**config.mk**
```make
export PLATFORM = sky130hd
export DESIGN_NAME = id_ex_stage_flat
export DESIGN_NICKNAME = d
export VERILOG_FILES = /design/src/rtl/core_pkg.sv /design/src/rtl/id_ex_stage_if.sv /design/src/rtl/hazard_detect.sv /design/src/rtl/sat_counter.sv /design/src/rtl/id_ex_stage.sv /design/src/flat_wrapper.sv
export SDC_FILE = /design/constraint.sdc
export NUM_CORES = 1
export LEC_CHECK = 0
export BUFFER_PORTS_ARGS = -buffer_cell sky130_fd_sc_hd__buf_2
export CORE_MARGIN = 3
export CORE_UTILIZATION = 30
export CTS_CLUSTER_SIZE = 40
export DETAILED_ROUTE_END_ITERATION = 8
export PLACE_DENSITY = 0.67
export SYNTH_ARGS = -nofsm -noshare
export SYNTH_HDL_FRONTEND = slang
export SYNTH_SLANG_ARGS = --single-unit
```
**constraint.sdc**
```tcl
create_clock -name clk -period 2.4 [get_ports clk]
set_clock_uncertainty 0.05 [all_clocks]
set_input_delay 0.72 -clock clk [delete_from_list [all_inputs] [get_ports clk]]
set_output_delay 0.72 -clock clk [all_outputs]
set_load 0.01 [all_outputs]
```
**src/rtl/core_pkg.sv**
```systemverilog
// Shared core definitions: decoded control bundle, ALUOp encodings, default width.
package core_pkg;

  localparam int XLEN_DEFAULT = 32;

  // ALUOp encodings consumed by the ALU controller
  localparam logic [1:0] ALUOP_MEM = 2'b00;  // address add (loads/stores)
  localparam logic [1:0] ALUOP_BR  = 2'b01;  // branch compare
  localparam logic [1:0] ALUOP_ALU = 2'b10;  // R/I-type, decode funct3/funct7
  localparam logic [1:0] ALUOP_JMP = 2'b11;  // jump link

  // Decoded control, MSB first in the listed order
  typedef struct packed {
    logic [1:0] alu_op;
    logic       alu_src;
    logic       mem_read;
    logic       mem_write;
    logic       reg_write;
    logic       mem_to_reg;
    logic       branch;
    logic       jump;
  } ctrl_t;

endpackage

```
**src/rtl/id_ex_stage_if.sv**
```systemverilog
// ID->EX bundle: decoded fields in, registered EX view and hazard/debug status out.
interface id_ex_stage_if #(
  parameter int XLEN  = 32,
  parameter int CNT_W = 16
);
  import core_pkg::*;

  // ID side and pipeline control
  logic            id_valid;
  logic [XLEN-1:0] id_pc;
  logic [XLEN-1:0] id_rs1_data;
  logic [XLEN-1:0] id_rs2_data;
  logic [XLEN-1:0] id_imm;
  logic [4:0]      id_rs1;
  logic [4:0]      id_rs2;
  logic [4:0]      id_rd;
  logic            id_uses_rs1;
  logic            id_uses_rs2;
  logic [2:0]      id_funct3;
  logic [6:0]      id_funct7;
  ctrl_t           id_ctrl;
  logic            flush;
  logic            ex_stall;

  // EX side and status
  logic             ex_valid;
  logic [XLEN-1:0]  ex_pc;
  logic [XLEN-1:0]  ex_rs1_data;
  logic [XLEN-1:0]  ex_rs2_data;
  logic [XLEN-1:0]  ex_imm;
  logic [4:0]       ex_rs1;
  logic [4:0]       ex_rs2;
  logic [4:0]       ex_rd;
  logic [2:0]       ex_funct3;
  logic [6:0]       ex_funct7;
  ctrl_t            ex_ctrl;
  logic             stall_upstream;
  logic [CNT_W-1:0] stall_cnt;
  logic [CNT_W-1:0] flush_cnt;

  modport master (
    output id_valid, id_pc, id_rs1_data, id_rs2_data, id_imm, id_rs1, id_rs2, id_rd,
           id_uses_rs1, id_uses_rs2, id_funct3, id_funct7, id_ctrl, flush, ex_stall,
    input  ex_valid, ex_pc, ex_rs1_data, ex_rs2_data, ex_imm, ex_rs1, ex_rs2, ex_rd,
           ex_funct3, ex_funct7, ex_ctrl, stall_upstream, stall_cnt, flush_cnt
  );

  modport slave (
    input  id_valid, id_pc, id_rs1_data, id_rs2_data, id_imm, id_rs1, id_rs2, id_rd,
           id_uses_rs1, id_uses_rs2, id_funct3, id_funct7, id_ctrl, flush, ex_stall,
    output ex_valid, ex_pc, ex_rs1_data, ex_rs2_data, ex_imm, ex_rs1, ex_rs2, ex_rd,
           ex_funct3, ex_funct7, ex_ctrl, stall_upstream, stall_cnt, flush_cnt
  );

endinterface

```
**src/rtl/hazard_detect.sv**
```systemverilog
// Load-use hazard check between the load sitting in a later stage and the ID consumer.
module hazard_detect (
  input  logic       ex_valid,
  input  logic       ex_mem_read,
  input  logic [4:0] ex_rd,
  input  logic       id_valid,
  input  logic       id_uses_rs1,
  input  logic [4:0] id_rs1,
  input  logic       id_uses_rs2,
  input  logic [4:0] id_rs2,
  output logic       load_use
);

  logic rs1_hit;
  logic rs2_hit;

  // x0 is hardwired zero, so a load targeting it never produces a dependency
  assign rs1_hit  = id_uses_rs1 & (id_rs1 == ex_rd);
  assign rs2_hit  = id_uses_rs2 & (id_rs2 == ex_rd);
  assign load_use = ex_valid & ex_mem_read & (ex_rd != 5'd0) & id_valid & (rs1_hit | rs2_hit);

endmodule

```
**src/rtl/sat_counter.sv**
```systemverilog
// Event counter that sticks at all-ones instead of wrapping.
module sat_counter #(
  parameter int W = 16
) (
  input  logic         clk,
  input  logic         reset,
  input  logic         inc,
  output logic [W-1:0] count
);

  logic [W-1:0] count_q;
  logic [W-1:0] count_d;

  // Next count: increment unless already saturated
  always_comb begin
    count_d = count_q;
    if (inc && (count_q != '1)) begin
      count_d = count_q + 1'b1;
    end
  end

  // Count register
  always_ff @(posedge clk) begin
    if (reset) begin
      count_q <= '0;
    end else begin
      count_q <= count_d;
    end
  end

  assign count = count_q;

endmodule

```
**src/rtl/id_ex_stage.sv**
```systemverilog
// ID/EX pipeline register with load-use bubble insertion, flush/hold, and debug counters.
module id_ex_stage
  import core_pkg::*;
#(
  parameter int XLEN  = XLEN_DEFAULT,
  parameter int CNT_W = 16
) (
  input  logic         clk,
  input  logic         reset,
  id_ex_stage_if.slave bus
);

  typedef struct packed {
    logic            valid;
    logic [XLEN-1:0] pc;
    logic [XLEN-1:0] rs1_data;
    logic [XLEN-1:0] rs2_data;
    logic [XLEN-1:0] imm;
    logic [4:0]      rs1;
    logic [4:0]      rs2;
    logic [4:0]      rd;
    logic [2:0]      funct3;
    logic [6:0]      funct7;
    ctrl_t           ctrl;
  } ex_reg_t;

  // An all-zero EX entry is invalid and has every side-effect control cleared
  localparam ex_reg_t BUBBLE = '0;

  ex_reg_t          ex_q;
  ex_reg_t          ex_d;
  logic             load_use;
  logic             flush_inc;
  logic             stall_inc;
  logic [1:0]       cnt_inc;
  logic [CNT_W-1:0] cnt_val [2];

  hazard_detect u_hazard (
    .ex_valid    (ex_q.valid),
    .ex_mem_read (ex_q.ctrl.mem_read),
    .ex_rd       (ex_q.rd),
    .id_valid    (bus.id_valid),
    .id_uses_rs1 (bus.id_uses_rs1),
    .id_rs1      (bus.id_rs1),
    .id_uses_rs2 (bus.id_uses_rs2),
    .id_rs2      (bus.id_rs2),
    .load_use    (load_use)
  );

  // A flushed ID instruction is discarded anyway, so it must not also freeze the front end
  assign bus.stall_upstream = bus.ex_stall | (load_use & ~bus.flush);

  // Next EX contents: hold > flush bubble > load-use bubble > capture from ID
  always_comb begin
    ex_d      = ex_q;
    flush_inc = 1'b0;
    stall_inc = 1'b0;
    if (bus.ex_stall) begin
      ex_d = ex_q;
    end else if (bus.flush) begin
      ex_d      = BUBBLE;
      flush_inc = 1'b1;
    end else if (load_use) begin
      ex_d      = BUBBLE;
      stall_inc = 1'b1;
    end else begin
      ex_d.valid    = bus.id_valid;
      ex_d.pc       = bus.id_pc;
      ex_d.rs1_data = bus.id_rs1_data;
      ex_d.rs2_data = bus.id_rs2_data;
      ex_d.imm      = bus.id_imm;
      ex_d.rs1      = bus.id_rs1;
      ex_d.rs2      = bus.id_rs2;
      ex_d.rd       = bus.id_rd;
      ex_d.funct3   = bus.id_funct3;
      ex_d.funct7   = bus.id_funct7;
      ex_d.ctrl     = bus.id_ctrl;
    end
  end

  // EX pipeline register
  always_ff @(posedge clk) begin
    if (reset) begin
      ex_q <= BUBBLE;
    end else begin
      ex_q <= ex_d;
    end
  end

  // Counter 0 tracks accepted flushes, counter 1 tracks load-use bubbles
  assign cnt_inc = {stall_inc, flush_inc};

  genvar gi;
  generate
    for (gi = 0; gi < 2; gi++) begin : g_cnt
      sat_counter #(.W(CNT_W)) u_cnt (
        .clk   (clk),
        .reset (reset),
        .inc   (cnt_inc[gi]),
        .count (cnt_val[gi])
      );
    end
  endgenerate

  assign bus.flush_cnt   = cnt_val[0];
  assign bus.stall_cnt   = cnt_val[1];

  assign bus.ex_valid    = ex_q.valid;
  assign bus.ex_pc       = ex_q.pc;
  assign bus.ex_rs1_data = ex_q.rs1_data;
  assign bus.ex_rs2_data = ex_q.rs2_data;
  assign bus.ex_imm      = ex_q.imm;
  assign bus.ex_rs1      = ex_q.rs1;
  assign bus.ex_rs2      = ex_q.rs2;
  assign bus.ex_rd       = ex_q.rd;
  assign bus.ex_funct3   = ex_q.funct3;
  assign bus.ex_funct7   = ex_q.funct7;
  assign bus.ex_ctrl     = ex_q.ctrl;

endmodule

```
**src/flat_wrapper.sv**
```systemverilog
// flat-port wrapper written by rule: the top's interface ports become plain ports
module id_ex_stage_flat import core_pkg::*;
#(
  parameter int XLEN  = XLEN_DEFAULT,
  parameter int CNT_W = 16
)
  (clk, reset, bus_id_valid, bus_id_pc, bus_id_rs1_data, bus_id_rs2_data, bus_id_imm, bus_id_rs1, bus_id_rs2, bus_id_rd, bus_id_uses_rs1, bus_id_uses_rs2, bus_id_funct3, bus_id_funct7, bus_id_ctrl, bus_flush, bus_ex_stall, bus_ex_valid, bus_ex_pc, bus_ex_rs1_data, bus_ex_rs2_data, bus_ex_imm, bus_ex_rs1, bus_ex_rs2, bus_ex_rd, bus_ex_funct3, bus_ex_funct7, bus_ex_ctrl, bus_stall_upstream, bus_stall_cnt, bus_flush_cnt);
  id_ex_stage_if #(.XLEN(XLEN), .CNT_W(CNT_W)) bus_i ();
  input  logic clk;
  input  logic reset;
  input wire logic [$bits(bus_i.id_valid)-1:0] bus_id_valid;
  input wire logic [$bits(bus_i.id_pc)-1:0] bus_id_pc;
  input wire logic [$bits(bus_i.id_rs1_data)-1:0] bus_id_rs1_data;
  input wire logic [$bits(bus_i.id_rs2_data)-1:0] bus_id_rs2_data;
  input wire logic [$bits(bus_i.id_imm)-1:0] bus_id_imm;
  input wire logic [$bits(bus_i.id_rs1)-1:0] bus_id_rs1;
  input wire logic [$bits(bus_i.id_rs2)-1:0] bus_id_rs2;
  input wire logic [$bits(bus_i.id_rd)-1:0] bus_id_rd;
  input wire logic [$bits(bus_i.id_uses_rs1)-1:0] bus_id_uses_rs1;
  input wire logic [$bits(bus_i.id_uses_rs2)-1:0] bus_id_uses_rs2;
  input wire logic [$bits(bus_i.id_funct3)-1:0] bus_id_funct3;
  input wire logic [$bits(bus_i.id_funct7)-1:0] bus_id_funct7;
  input wire logic [$bits(bus_i.id_ctrl)-1:0] bus_id_ctrl;
  input wire logic [$bits(bus_i.flush)-1:0] bus_flush;
  input wire logic [$bits(bus_i.ex_stall)-1:0] bus_ex_stall;
  output wire logic [$bits(bus_i.ex_valid)-1:0] bus_ex_valid;
  output wire logic [$bits(bus_i.ex_pc)-1:0] bus_ex_pc;
  output wire logic [$bits(bus_i.ex_rs1_data)-1:0] bus_ex_rs1_data;
  output wire logic [$bits(bus_i.ex_rs2_data)-1:0] bus_ex_rs2_data;
  output wire logic [$bits(bus_i.ex_imm)-1:0] bus_ex_imm;
  output wire logic [$bits(bus_i.ex_rs1)-1:0] bus_ex_rs1;
  output wire logic [$bits(bus_i.ex_rs2)-1:0] bus_ex_rs2;
  output wire logic [$bits(bus_i.ex_rd)-1:0] bus_ex_rd;
  output wire logic [$bits(bus_i.ex_funct3)-1:0] bus_ex_funct3;
  output wire logic [$bits(bus_i.ex_funct7)-1:0] bus_ex_funct7;
  output wire logic [$bits(bus_i.ex_ctrl)-1:0] bus_ex_ctrl;
  output wire logic [$bits(bus_i.stall_upstream)-1:0] bus_stall_upstream;
  output wire logic [$bits(bus_i.stall_cnt)-1:0] bus_stall_cnt;
  output wire logic [$bits(bus_i.flush_cnt)-1:0] bus_flush_cnt;
  assign bus_i.id_valid = bus_id_valid;
  assign bus_i.id_pc = bus_id_pc;
  assign bus_i.id_rs1_data = bus_id_rs1_data;
  assign bus_i.id_rs2_data = bus_id_rs2_data;
  assign bus_i.id_imm = bus_id_imm;
  assign bus_i.id_rs1 = bus_id_rs1;
  assign bus_i.id_rs2 = bus_id_rs2;
  assign bus_i.id_rd = bus_id_rd;
  assign bus_i.id_uses_rs1 = bus_id_uses_rs1;
  assign bus_i.id_uses_rs2 = bus_id_uses_rs2;
  assign bus_i.id_funct3 = bus_id_funct3;
  assign bus_i.id_funct7 = bus_id_funct7;
  assign bus_i.id_ctrl = bus_id_ctrl;
  assign bus_i.flush = bus_flush;
  assign bus_i.ex_stall = bus_ex_stall;
  assign bus_ex_valid = bus_i.ex_valid;
  assign bus_ex_pc = bus_i.ex_pc;
  assign bus_ex_rs1_data = bus_i.ex_rs1_data;
  assign bus_ex_rs2_data = bus_i.ex_rs2_data;
  assign bus_ex_imm = bus_i.ex_imm;
  assign bus_ex_rs1 = bus_i.ex_rs1;
  assign bus_ex_rs2 = bus_i.ex_rs2;
  assign bus_ex_rd = bus_i.ex_rd;
  assign bus_ex_funct3 = bus_i.ex_funct3;
  assign bus_ex_funct7 = bus_i.ex_funct7;
  assign bus_ex_ctrl = bus_i.ex_ctrl;
  assign bus_stall_upstream = bus_i.stall_upstream;
  assign bus_stall_cnt = bus_i.stall_cnt;
  assign bus_flush_cnt = bus_i.flush_cnt;
  id_ex_stage #(.XLEN(XLEN), .CNT_W(CNT_W)) u_core (.clk(clk), .reset(reset), .bus(bus_i));
endmodule
```
==> results of run 1 <==
[power by group through the flow]
| stage | Sequential, uW | Clock, uW | Combinational, uW |
|---|---|---|---|
| final | 3400 | 2760 | 611 |
| after detailed placement | 3470 | 0 | 602 |
| after global placement | 3480 | 0 | 594 |
| after global routing | 3420 | 2960 | 664 |
| after CTS | 3400 | 2850 | 615 |
| after floorplan | 3530 | 0 | 210 |
[through the flow]
step / instances / util / instance area, um2 / hold slack (ns) / total power, uW
2_1_floorplan: 598 / - / 6790 / 0.415 / 3740
3_5_place_dp: 1223 / 0.410 / 9030 / 0.400 / 4080
3_3_place_gp: 1223 / 0.410 / 9030 / 0.401 / 4070
6_report: 1253 / 0.441 / 9710 / 0.420 / 6780
5_1_grt: 1253 / 0.441 / 9710 / 0.428 / 7040
4_1_cts: 1252 / 0.440 / 9690 / 0.424 / 6860
[worst paths after layout]
check | cells after the start | endpoint | slack, ns
hold / removal | 1 | u_core.bus.ex_ctrl[0] | 0.42
hold reg to reg | 1 | u_core.bus.ex_ctrl[0] | 0.42
setup reg to reg | 8 | u_core.bus.ex_rs2_data[3] | 0.28
setup / recovery | 8 | bus_stall_upstream | -0.17
[worst register-to-register path, stage by stage (launching register included)]
cell and delay (ns):
dfxtp_4 0.38, buf_4 0.16, nor3_1 0.27, a21oi_1 0.15, buf_4 0.18, a211oi_4 0.24
buf_12 0.16, buf_12 0.24, a22o_1 0.24
[layout by cell type, fill, tap and decap left out, types with 2 or more instances in the layout]
master / instances
nor2b_1: 3
ha_1: 2
dfxtp_4: 2
buf_12: 6
a211o_1: 2
clkinv_8: 3
clkinv_4: 6
nor4_1: 3
dfxtp_2: 2
o31ai_1: 10
xnor2_2: 3
nand2_1: 13
buf_2: 362
nand2_2: 3
a21oi_1: 20
and2_1: 2
nand4_1: 9
o2111ai_1: 3
clkbuf_16: 17
o41ai_1: 2
inv_1: 4
or3_1: 4
nor2_1: 25
or4_1: 11
buf_4: 22
and4_1: 7
dfxtp_1: 191
o21ai_0: 5
nor3_1: 6
xnor2_4: 2
xnor2_1: 19
nand3_1: 16
a22o_1: 163
a211oi_1: 2
buf_6: 2
inv_8: 3
[registers in the layout (all words and copies together) (netlist names)]
signal / cells
u_core.bus.ex_ctrl: 9
u_core.bus.ex_imm: 32
u_core.bus.ex_rd: 5
u_core.bus.ex_rs1_data: 32
u_core.bus.ex_rs1: 5
u_core.bus.ex_valid: 1
u_core.g_cnt.u_cnt.count: 32
u_core.bus.ex_rs2: 5
u_core.bus.ex_rs2_data: 32
u_core.bus.ex_funct7: 7
u_core.bus.ex_pc: 32
u_core.bus.ex_funct3: 3
[cells by family (layout without fill, tap and decap cells)]
group,Yosys count,after routing,share of synthesized area
DFF,195,195,0.575
AOI/OAI and AO/OA,214,214,0.261
adders and majority gates,2,2,0.00368
muxes,2,2,0.00313
xor gates and xnor gates,24,24,0.0309
and+or+nand+nor,109,109,0.0890
buffers and inverters,52,427,0.0374
[layout make-up]
class / count / area share
multi-input combinational: 351 / 0.281
timing repair buffer: 393 / 0.220
tap: 280 / 0.0361
clock buffer: 17 / 0.0438
inverter: 4 / 0.00155
clock inverter: 13 / 0.0148
sequential: 195 / 0.403
[routing by layer]
layer,vias to the layer above,wire length (um)
met3,16,1500
met5,-,0
met1,2824,9230
met4,0,230
li1,3011,-
met2,228,10100
[timing repair]
item                                    in CTS  in global routing
buffers inserted                             1                  1
endpoints found under the setup margin       1                 82
pin swaps                                    6                  2
hold buffers                                 0                  0
gates resized for setup                     19                  3
==> qor.csv, run 1 <==
metric;value;unit
clkSlewWorstSetupHoldPaths;0.08;ns
final_max_slew_viol_count;0;
area_growth_syn_to_layout;43.0;%
relSlewSlack;0.703;
power_frac_comb;0.090;
p_seq_frac;0.502;
grt_usage;0.162;
clock_path_buffers;2;
critPathMaxFanout;2;
multi_input_area;2730;um2
async_flop_share;0;
fin_nets;1133;
cts_tree;yes;
cpMostUsedCell;buf_4;
gp_congestion;0.852;
die_w;156;um
grt_pass1_wl;31700;um
finalSetupViolations;1;
drive_gt1_frac;0.454;
finalHoldViolations;0;
yosysTopAreaCell;dfxtp_1;
fin_setup_tns;-0.169;ns
synth_area_leaders;dfxtp_1 57%, a22o_1 21%, xnor2_1 3.1%;
switching_share;0.258;
dp_hpwl;15600;um
dp_worst_setup_slack;-0.418;ns
grt_pass1_vias;5807;
dr.pass1.iters;4;
switching_power;1750;uW
cts-root-buf;clkbuf_16;
die_area;24500;um2
max_slew.worst_pin.slew;0.446;ns
drv_cap;0;
start_util;0.308;
seq_area_frac_synth;0.575;
seqCellArea;3910;um2
routed_via_density;4.85;
antenna_cells;0;
crit_path_end_kind;output port;
pwr-share-clk;0.408;
ant_nets;0;
antenna_found_initial;0;
cp-startpoint;bus_id_rs1[2];
htree_levels;4;
yosys_most_used_dff;dfxtp_1;
worstHoldStart;u_core.bus.ex_ctrl[0];
critPathArrivalTime;1.80;ns
core_area;22000;um2
synth.most_common_cell;dfxtp_1;
vias;6079;
synthesis.nets;769;
worst_ep_required_time;1.63;ns
synth_cells;598;
yosysWarnings;0;
port_buffers;364;
slowest_stage;o22ai_2;
worstReg2RegStart;u_core.bus.ex_rd[4];
path_buf_inv;3;
violations;negative setup slack;
status;finished, violations left;
worstPathCellList;buf_4 -> xnor2_1 -> nand4_1 -> o22ai_2 -> buf_4 -> nand2_2 -> o21bai_1 -> buf_2;
holdCritPathClass;flop to flop;
syn_area_per_cell;11.4;um2
die_h;156;um
synth-edff-count;0;
rows;54;
p_per_area;698;nW/um2
routed_wl;21100;um
fmax;389;MHz
synth_cell_types;42;
busiest_layer;met2;
grt_start_max_net_pins;95;
ys_seq_elements;195;
fin_crit_sh;1.07;
rsz0062_at_grt;yes;
overflow;0;
pin_count;365;
setup_ws;-0.169;ns
numCtsBuffers;17;
drtIter0Drc;295;
critPathTopFamily;buffers and inverters;
clkSinkCount;195;
crit_path_start_kind;input pin;
cp_slowest_stage_delay;0.17;ns
worstSetupPathType;input pin to output port;
synth_commonest_cells;195 x dfxtp_1, 163 x a22o_1, 25 x nor2_1;
cellLeakagePower;0.00456;uW
met2_usage;0.264;
irDropWorstVdd;416;uV
finalCriticalPeriod;2.57;ns
met3_usage;0.0478;
wire_per_inst;16.8;um
grt_util_met1;0.213;
fillCellCount;2103;
synthDominantCellAreaShare;0.575;
syn-cell-area;6790;um2
internal_power;5030;uW
clk_latency;0.42;ns
drc_errors;0;
Note: power is estimated with default switching activity, not from simulation.
==> inputs of run 2 (changes only) <==
--- a/config.mk
+++ b/config.mk
@@ -8,6 +8,7 @@
 export BUFFER_PORTS_ARGS = -buffer_cell sky130_fd_sc_hd__buf_2
 export CORE_MARGIN = 3
 export CORE_UTILIZATION = 30
+export CTS_BUF_LIST = sky130_fd_sc_hd__clkbuf_4 sky130_fd_sc_hd__clkbuf_8
 export CTS_CLUSTER_SIZE = 40
 export DETAILED_ROUTE_END_ITERATION = 8
 export PLACE_DENSITY = 0.67
==> qor.csv, run 2 (synthesis results as in run 1) <==
metric;value;unit
core_area;22000;um2
grt_pass1_wl;31500;um
drtIter0Drc;287;
power_frac_comb;0.100;
power.total;6080;uW
holdCritPathClass;input pin to flop;
crit_path_end_kind;output port;
routed_via_density;4.86;
drv_cap;0;
clk_latency;0.44;ns
gp_congestion;0.852;
dp_worst_setup_slack;-0.418;ns
htree_levels;4;
die_area;24500;um2
switching_power;1660;uW
clkSlewWorstSetupHoldPaths;0.12;ns
clkSinkCount;195;
internal_power;4420;uW
p_seq_frac;0.560;
pin_count;365;
irDropWorstVdd;353;uV
met3_usage;0.0478;
drive_gt1_frac;0.457;
finalCriticalPeriod;2.56;ns
pwr-share-clk;0.340;
relSlewSlack;0.701;
violations;negative setup slack;
dp_hpwl;15600;um
drc_errors;0;
p_per_area;638;nW/um2
busiest_layer;met2;
die_w;156;um
ant_nets;0;
cts_hold_buffers;0;
wire_per_inst;16.8;um
final_common_cell;buf_2;
fin_crit_sh;1.07;
finalHoldViolations;0;
crit_path_start_kind;input pin;
setup_ws;-0.162;ns
numCtsBuffers;17;
antenna_found_initial;1;
postLayoutCoreUtil;0.433;
cts_tree;yes;
rsz0062_at_grt;yes;
met2_usage;0.262;
critPathMaxFanout;2;
critPathArrivalTime;1.79;ns
fillCellCount;2127;
worst_ep_required_time;1.63;ns
overflow;0;
port_buffers;364;
cts-root-buf;clkbuf_8;
grt_usage;0.161;
clock_path_buffers;2;
start_util;0.308;
status;finished, violations left;
area_growth_syn_to_layout;40.2;%
vias;6096;
fmax;390;MHz
grt_pass1_vias;5794;
max_slew.worst_pin.slew;0.448;ns
dp.cells;1223;
cellLeakagePower;0.00449;uW
die_h;156;um
worstSetupPathType;input pin to output port;
finalSetupViolations;1;
final_cell_mix;362 x buf_2, 190 x dfxtp_1, 163 x a22o_1;
routed_wl;21000;um
grt_util_met1;0.211;
final_max_slew_viol_count;0;
layout.cells.non_filler;1255;
fin_nets;1134;
grt_start_max_net_pins;95;
rows;54;
switching_share;0.273;
dr.pass1.iters;4;
## run 2: cell types whose count changed in the layout (fill, tap and decap cells not counted), moves of 2 or more
cell | before | now
clkbuf_8 | 0 | 17
clkbuf_16 | 17 | 0
buf_4 | 22 | 24
xnor2_1 | 19 | 17
xnor2_2 | 3 | 6
## run 2: what timing repair did
action                                  in CTS  in global routing
pin swaps                                    8                  6
buffers inserted                             2                  1
resized for setup                           17                  4
endpoints found under the setup margin       1                 83
## run 2: critical path: stages
cell and delay [ns]:
buf_4 0.14, xnor2_1 0.14, nand4_1 0.15, o22ai_2 0.17
buf_4 0.14, nand2_2 0.04, o21bai_1 0.13, buf_2 0.16
## run 2: layout make-up
| cell class | instances | area (um2) | share of cell area |
|---|---|---|---|
| sequential | 195 | 3920 | 0.411 |
| multi-input combinational | 351 | 2730 | 0.287 |
| timing repair buffer | 394 | 2130 | 0.224 |
| tap | 280 | 350 | 0.0368 |
| clock buffer | 17 | 234 | 0.0246 |
| clock inverter | 13 | 144 | 0.0151 |
| inverter | 4 | 15.0 | 0.00158 |
| antenna | 1 | 2.50 | 0.000263 |
## run 2: worst paths after layout
path | startpoint | endpoint | slack (ns) | cells after the start
hold reg to reg | u_core.bus.ex_rs1_data[19] | u_core.bus.ex_rs1_data[19] | 0.43 | 1
hold / removal | bus_id_pc[17] | u_core.bus.ex_pc[17] | 0.42 | 2
setup reg to reg | u_core.bus.ex_rd[1] | u_core.bus.ex_rs2_data[3] | 0.25 | 10
setup / recovery | bus_id_rs1[2] | bus_stall_upstream | -0.16 | 8
## run 2: power groups by stage
stage,Combinational [uW],Clock (uW),Sequential (uW)
after detailed placement,602,0,3470
after global routing,664,2250,3420
after floorplan,210,0,3530
after CTS,613,2140,3410
after global placement,594,0,3480
final,610,2060,3410
## run 2: layer usage
metal | vias up | wire length [um] | share of wire
met1 | 2834 | 9250 | 0.44
li1 | 3015 | - | -
met4 | 0 | 189 | 0.0090
met2 | 233 | 10100 | 0.48
met5 | - | 0 | 0
met3 | 14 | 1440 | 0.068
## run 2: per-stage QoR
| step | setup TNS [ns] | hold WS [ns] | cell area (um2) |
|---|---|---|---|
| 2_1_floorplan | 0 | 0.415 | 6790 |
| 3_3_place_gp | -28.43 | 0.401 | 9030 |
| 3_5_place_dp | -31.29 | 0.400 | 9030 |
| 4_1_cts | -0.245 | 0.383 | 9480 |
| 5_1_grt | -0.309 | 0.375 | 9530 |
| 6_report | -0.162 | 0.422 | 9530 |
